## config.mk

```make
export PLATFORM = sky130hd
export DESIGN_NAME = hilo_ctrl
export DESIGN_NICKNAME = d
export VERILOG_FILES = /design/src/rtl/hilo_pkg.sv /design/src/rtl/hilo_watchdog.sv /design/src/rtl/hilo_ctrl.sv
export SDC_FILE = /design/constraint.sdc
export NUM_CORES = 1
export LEC_CHECK = 0
export BUFFER_PORTS_ARGS = -buffer_cell sky130_fd_sc_hd__buf_2
export CAP_MARGIN = 20
export CORE_UTILIZATION = 31
export CTS_BUF_LIST = sky130_fd_sc_hd__clkbuf_4 sky130_fd_sc_hd__clkbuf_8 sky130_fd_sc_hd__clkbuf_16
export DETAILED_ROUTE_END_ITERATION = 12
export PLACE_DENSITY = 0.68
export SYNTH_ARGS = -nofsm -noshare
export SYNTH_HDL_FRONTEND = slang
export SYNTH_SLANG_ARGS = --single-unit
```

## constraint.sdc

```tcl
create_clock -name clk -period 1.7 [get_ports clk]
set_input_delay 0.34 -clock clk [delete_from_list [all_inputs] [get_ports clk]]
set_output_delay 0.34 -clock clk [all_outputs]
set_load 0.05 [all_outputs]
```

## src/rtl/hilo_pkg.sv

```systemverilog
// hilo_pkg: shared types for the HI/LO result-path sequencer.
// Holds the FSM state encoding, the HI/LO source-select codes and the op decode.
package hilo_pkg;

   typedef enum logic [1:0] {
      IDLE     = 2'd0,
      MULT_RUN = 2'd1,
      DIV_RUN  = 2'd2,
      WRITE    = 2'd3
   } state_t;

   typedef enum logic [1:0] {
      OP_NONE = 2'd0,
      OP_MULT = 2'd1,
      OP_DIV  = 2'd2,
      OP_DIVZ = 2'd3
   } op_t;

   localparam logic SEL_MULT = 1'b0;
   localparam logic SEL_DIV  = 1'b1;

   // Classify an issue request; a zero divisor is trapped here so the
   // divider is never started on it.
   function automatic op_t decode_op(
      input logic        start,
      input logic        is_div,
      input logic [31:0] divisor
   );
      op_t op;
      op = OP_NONE;
      unique case (1'b1)
         !start:
            op = OP_NONE;
         start && !is_div:
            op = OP_MULT;
         start && is_div && (divisor == '0):
            op = OP_DIVZ;
         default:
            op = OP_DIV;
      endcase
      return op;
   endfunction

endpackage

```

## src/rtl/hilo_watchdog.sv

```systemverilog
// hilo_watchdog: run-length counter for the HI/LO sequencer.
// Ports: clk, reset (async, active-low), clr, en, expired (last allowed cycle).
module hilo_watchdog
   import hilo_pkg::*;
#(
   parameter int unsigned LIMIT = 64
) (
   input  logic clk,
   input  logic reset,
   input  logic clr,
   input  logic en,
   output logic expired
);

   localparam int unsigned W = $clog2(LIMIT + 1);
   localparam logic [W-1:0] LAST = W'(LIMIT - 1);

   logic [W-1:0] cnt;

   // cnt holds the number of completed RUN cycles, so it equals LIMIT-1
   // during the LIMIT-th RUN cycle.
   always_ff @(posedge clk or negedge reset) begin
      if (!reset) begin
         cnt <= '0;
      end else if (clr) begin
         cnt <= '0;
      end else if (en) begin
         cnt <= cnt + 1'b1;
      end
   end

   assign expired = en && (cnt == LAST);

endmodule

```

## src/rtl/hilo_ctrl.sv

```systemverilog
// hilo_ctrl: sequences MULT/DIV through the iterative units into HI/LO.
// Build option HILO_TIMEOUT_EN adds the RUN-state watchdog.
module hilo_ctrl
  import hilo_pkg::*;
#(
  parameter int unsigned TIMEOUT_CYCLES = 64
) (
  input  logic        clk,
  input  logic        reset,
  input  logic        op_start,
  input  logic        op_is_div,
  input  logic [31:0] divisor,
  output logic        mult_start,
  input  logic        mult_done,
  output logic        div_start,
  input  logic        div_done,
  output logic        hilo_sel,
  output logic        hi_we,
  output logic        lo_we,
  output logic        busy,
  input  logic        mf_req,
  output logic        mf_stall,
  output logic        div_zero_exc,
  output logic        timeout_exc
);

  state_t state;
  op_t    op;
  logic   unit_done;
  logic   wd_expired;

  assign op = decode_op(op_start, op_is_div, divisor);

  assign unit_done = ((state == MULT_RUN) && mult_done)
                  || ((state == DIV_RUN) && div_done);

`ifdef HILO_TIMEOUT_EN
  logic in_run;
  logic to_q;

  assign in_run = (state == MULT_RUN) || (state == DIV_RUN);

  hilo_watchdog #(
    .LIMIT (TIMEOUT_CYCLES)
  ) u_wd (
    .clk     (clk),
    .reset   (reset),
    .clr     (!in_run),
    .en      (in_run),
    .expired (wd_expired)
  );

  always_ff @(posedge clk or negedge reset) begin
    if (!reset) begin
      to_q <= 1'b0;
    end else begin
      to_q <= in_run && !unit_done && wd_expired;
    end
  end

  assign timeout_exc = to_q;
`else
  assign wd_expired  = 1'b0;
  assign timeout_exc = 1'b0;
`endif

  always_ff @(posedge clk or negedge reset) begin
    if (!reset) begin
      state        <= IDLE;
      hilo_sel     <= SEL_MULT;
      mult_start   <= 1'b0;
      div_start    <= 1'b0;
      hi_we        <= 1'b0;
      lo_we        <= 1'b0;
      busy         <= 1'b0;
      div_zero_exc <= 1'b0;
    end else begin
      mult_start   <= 1'b0;
      div_start    <= 1'b0;
      hi_we        <= 1'b0;
      lo_we        <= 1'b0;
      div_zero_exc <= 1'b0;
      unique case (state)
        IDLE: begin
          unique case (op)
            OP_MULT: begin
              state      <= MULT_RUN;
              hilo_sel   <= SEL_MULT;
              mult_start <= 1'b1;
              busy       <= 1'b1;
            end
            OP_DIV: begin
              state     <= DIV_RUN;
              hilo_sel  <= SEL_DIV;
              div_start <= 1'b1;
              busy      <= 1'b1;
            end
            OP_DIVZ: begin
              div_zero_exc <= 1'b1;
            end
            default: begin
            end
          endcase
        end
        MULT_RUN, DIV_RUN: begin
          if (unit_done) begin
            state <= WRITE;
            hi_we <= 1'b1;
            lo_we <= 1'b1;
          end else if (wd_expired) begin
            state <= IDLE;
            busy  <= 1'b0;
          end
        end
        WRITE: begin
          state <= IDLE;
          busy  <= 1'b0;
        end
        default: begin
          state <= IDLE;
          busy  <= 1'b0;
        end
      endcase
    end
  end

  assign mf_stall = mf_req && busy;

endmodule

```

### Yosys cells after proc, flatten, opt, wreduce, memory -nomap -nowiden

Index checks and enable logic that the tools add are counted.

* flip-flop bits (word level): 8
* bits of input ports: 39

* equality and inequality tests: 9
* multiplexer cells: 15
* bitwise gates (word level): 1
* reductions and logical operators: 17

Operators by type and width (count)
* $logic_not 32->1: 1
* $pmux 2 s3: 2
* $mux 1: 9
* $eq 2x2->1 const B: 4
* $logic_and 1x1->1: 6
* $reduce_and 2->1: 3
* $eq 2x1->1 const B: 2
* $ne 2x2->1 const B: 2
* $pmux 1 s2: 2
* $pmux 2 s2: 1
* $reduce_or 2->1: 2
* $ne 3x1->1 const B: 1
* $logic_not 1->1: 2
* $logic_not 2->1: 1
* $mux 2: 1
* $reduce_bool 2->1: 1
* $logic_or 1x1->1: 1
* $not 1->1: 1

### Logic depth before layout (Yosys ltp)

* depth in word-level cells: 7
* mapped depth: 9

### Worst setup path after synthesis

OpenSTA, ideal clock, no wires.

* kind: input-to-reg
* start: input divisor[26]
* end: register state[0]
* data arrival time: 1.653 ns
* required time: 1.572 ns
* path slack: -0.080 ns
* stages: 8
* cells stage by stage: nor4_1 > nand4_1 > o21ai_1 > nand2_1 > ha_1 > inv_1 > a32oi_2 > mux2_1

* longest elaborated chain between the ends: 6
* elaborated cells on any way between the ends: 9
* classes of those cells: eq/ne (3); mux (3); reduce/logical (3)

Ends and longest elaborated chain
* from (decl): line hilo_ctrl.sv:12 `input logic [31:0] divisor,`
* $logic_not 32->1 *: line hilo_pkg.sv:36 `start && is_div && (divisor == '0):`
* $logic_and 1x1->1 *: line hilo_pkg.sv:36
* $pmux 2 s3 *: line hilo_pkg.sv:31 `unique case (1'b1)`
* $eq 2x2->1 or $eq 2x1->1 (tied branches): line hilo_ctrl.sv:85 `unique case (op)`
* $pmux 2 s2 or $ne 3x1->1 (tied branches)
* $pmux 2 s3 or $reduce_and 2->1 (tied branches)
* to (signal assigned): line hilo_ctrl.sv:87 `state <= MULT_RUN;`
* to (signal assigned): line hilo_ctrl.sv:93 `state <= DIV_RUN;`
* to (signal assigned): line hilo_ctrl.sv:107 `state <= WRITE;`
* to (decl): line hilo_ctrl.sv:27 `state_t state;`

Mark *: on every way between the ends. The rest lies on a longest branch, timed or not.
A chain may end at the register's enable or synchronous reset.

### Worst setup path in the final report

* start: input divisor[22]
* end: register state[0]

Same word-level chain as after synthesis.

==> summary.txt <==
Outcome
  • Status: finished, violations left
  • Failing checks: design-rule violations

Placed design
  • GP Congestion: around 0.72
  • Placed cell count: 122
  • Input/output buffers: 46
  • HPWL Detailed: 1051 um

CTS
  • TritonCTS buffer count: 3
  • CTS tree: done
  • CTS sink cnt: 8
  • H-tree levels: 1
  • Post-CTS setup buffers: 0
  • CTS max path bufs: 2
  • Clock Latency Late Sink: between 0.2 and 0.3 ns
  • CTS root buffer: clkbuf_4
  • Clock slew at reported path FFs: 0.05 ns

Worst setup path
  • CP endpoint kind: flop
  • Startpoint Class: input port
  • Kind of critical path: in -> reg
  • Worst EP arrival: about 1.8 ns
  • CP max FO: 2
  • Req. time, crit path: between 1.5 and 2 ns

STA
  • RSZ-0062 raised after global routing: true
  • Fin crit period: between 1.5 and 2 ns
  • Final setup vio count: 0
  • Final max-slew violation count: 0
  • Final hold viol count: 0
  • Final Cycle Share: around 97%
  • Clock skew: ~0.0013 ns
  • Fmax: 0.6053 GHz
  • Hold_ws: about 0.37 ns
  • Setup_tns: 0 ns

Floorplanning
  • Top-level I/O count: 48
  • CORE AREA: 1577 um2
  • Die H: ~44 um
  • Die W: 44.14 um
  • Die area: just under 2000 um2
  • Starting Density: a little over a third
  • Core Rows: 14

Layout
  • Final core occ: between 60% and 70%
  • Final non-filler cell total: ~130
  • Layout cells sized above 1: between 60% and 70%
  • Area grow syn2layout: 72.95%
  • Inserted Diodes: 0
  • Fillers: between 100 and 150
  • # nets final: ~160

Pwr
  • Total power: between 1 and 1.5 mW
  • Peak supply drop: a little under 700 uV
  • PD cells: ~1300 nW/um2
  • Static leakage: ~0.49 nW

Drt
  • Drt pass-1 iters: 8
  • Drt wl/cell: between 10 and 15 um
  • Via count: approximately 630
  • Post-detailed-route count of antenna-violating nets: 0
  • Iteration-0 DRC Markers: 3
  • Total routed wirelength: roughly 1300 um
  • Post-DR vias/cell: 4.992
  • Drc violations: 2

Synthesis
  • Post-synth cell types: 20
  • Cell count after synthesis: between 50 and 60
  • Post-Syn Area: between 500 and 600 um2
  • Synth warnings: 0
  • Seq/Total Area, Yosys: 36.36%
  • Syn Area/Cell: around 9.3 um2
  • Seq cells post-synth: 8
  • Syn_nets: ~110

Global route
  • Largest net degree at the start of global routing: 9
  • Initial antenna violation count: 0
  • Vias in the first global route: approximately 520
  • Grt ovf: 0
  • GRT Util Overall: between 10% and 20%
  • First-pass GRT wire length: around 1800 um

Run
  • Max_cap viols: 0

Min path
  • HP Class: in -> reg
-- worst max-delay path, stage by stage --
cell	delay, ns
buf_2	0.12
nor4_4	0.25
nand4_1	0.15
o21ai_2	0.16
nand2_1	0.08
ha_2	0.20
inv_2	0.06
a32oi_2	0.12
mux2_4	0.31
-- report_power, final --
| group | internal, mW | switching [mW] |
|---|---|---|
| sequential | 0.258 | 0.0482 |
| combinational | 0.296 | 0.453 |
| clock | 0.0805 | 0.0605 |
| total | 0.635 | 0.562 |
-- cells in the final DEF (no fill, tap or decap), drive strengths merged --
master and instances:
nand2b 1, nor2 4, and2 4, dlygate4sd3 1
nor2b 1, o21ai 3, nor4 8, buf 49
a22oi 1, a31oi 1, mux2 1, a32oi 1
ha 8, nand2 5, nand4 2, conb 1
dfrtp 8, clkbuf 3, inv 6, a21oi 2
-- synth_stat cells --
library cell / instances / area (um2)
o21ai_0: 2 / 10.01
and2_1: 3 / 18.77
inv_1: 6 / 22.52
o21ai_1: 1 / 5.000
a31oi_1: 1 / 6.260
mux2_1: 1 / 11.26
a22oi_1: 1 / 7.510
buf_4: 2 / 15.01
nor4_1: 8 / 50.05
ha_1: 8 / 100.1
nand2b_4: 1 / 13.76
nand4_1: 2 / 12.51
nor2_1: 4 / 15.01
and2_2: 1 / 7.510
a21oi_1: 2 / 10.01
nand2_1: 5 / 18.77
nor2b_1: 1 / 6.260
conb_1: 1 / 3.750
a32oi_2: 1 / 16.27
dfrtp_1: 8 / 200.2
-- logic make-up (layout without fill, tap and decap cells) --
family | count (synthesis) | after routing | share of synthesized area [%]
AO/OA/AOI/OAI | 8 | 8 | 10.00
adder cells (fa/ha/maj) | 8 | 8 | 18.18
buffers and inverters | 8 | 59 | 6.817
flip-flops | 8 | 8 | 36.36
multiplexers | 1 | 1 | 2.045
other | 1 | 1 | 0.6812
AND/OR/NAND/NOR | 25 | 25 | 25.91
-- final cells by class --
class,instances,area (um2),share of cell area (%)
multi-input cells,43,399.1,41.92
repair buffers,50,287.8,30.22
flip-flops and latches,8,200.2,21.02
clock buffers,3,22.52,2.365
inverters,6,22.52,2.365
well taps,16,20.02,2.102
-- state kept, by name, summed over array words and instances (netlist names) --
register	count
lo_we	1
busy	1
div_zero_exc	1
hilo_sel	1
mult_start	1
div_start	1
state	2
-- worst paths after layout --
| kind | startpoint | end | slack (ns) | depth (start not counted) |
|---|---|---|---|---|
| min in group asynchronous | reset | state[0]$_DFFE_PN0P_ | 0.45 | 2 |
| max in group asynchronous | reset | mult_start$_DFF_PN0_ | 1.09 | 2 |
| worst max register to register | state[0]$_DFFE_PN0P_ | state[0]$_DFFE_PN0P_ | 0.17 | 4 |
| worst min-delay path | op_start | mult_start$_DFF_PN0_ | 0.37 | 3 |
| worst max-delay path | divisor[22] | state[0]$_DFFE_PN0P_ | 0.05 | 9 |
| worst min register to register | hilo_sel$_DFFE_PN0P_ | hilo_sel$_DFFE_PN0P_ | 0.47 | 2 |
-- repair_timing --
| item | 4_1_cts | 5_1_grt |
|---|---|---|
| hold endpoints to repair | 8 | 0 |
| endpoints found under the setup margin | 0 | 3 |
| hold buffers | 1 | 0 |
| resized for setup | 0 | 13 |
-- layer usage --
layer / global-route usage, % / up-vias / part of all wire, %
met4: 5.455 / 0 / 1.3
met5: 0 / - / 0
met1: 12.15 / 278 / 34
li1: - / 305 / -
met3: 2.449 / 2 / 10
met2: 25.00 / 44 / 55
-- stage by stage --
stage / worst slack [ns] / cell area (um2)
after floorplan: -0.009959 / 578.1
after global placement: -0.1909 / 835.8
after detailed placement: -0.2197 / 835.8
after CTS: 0.03935 / 868.3
after global routing: -0.1103 / 952.2
final: 0.04789 / 952.2
Note: power is estimated with default switching activity, not from simulation.
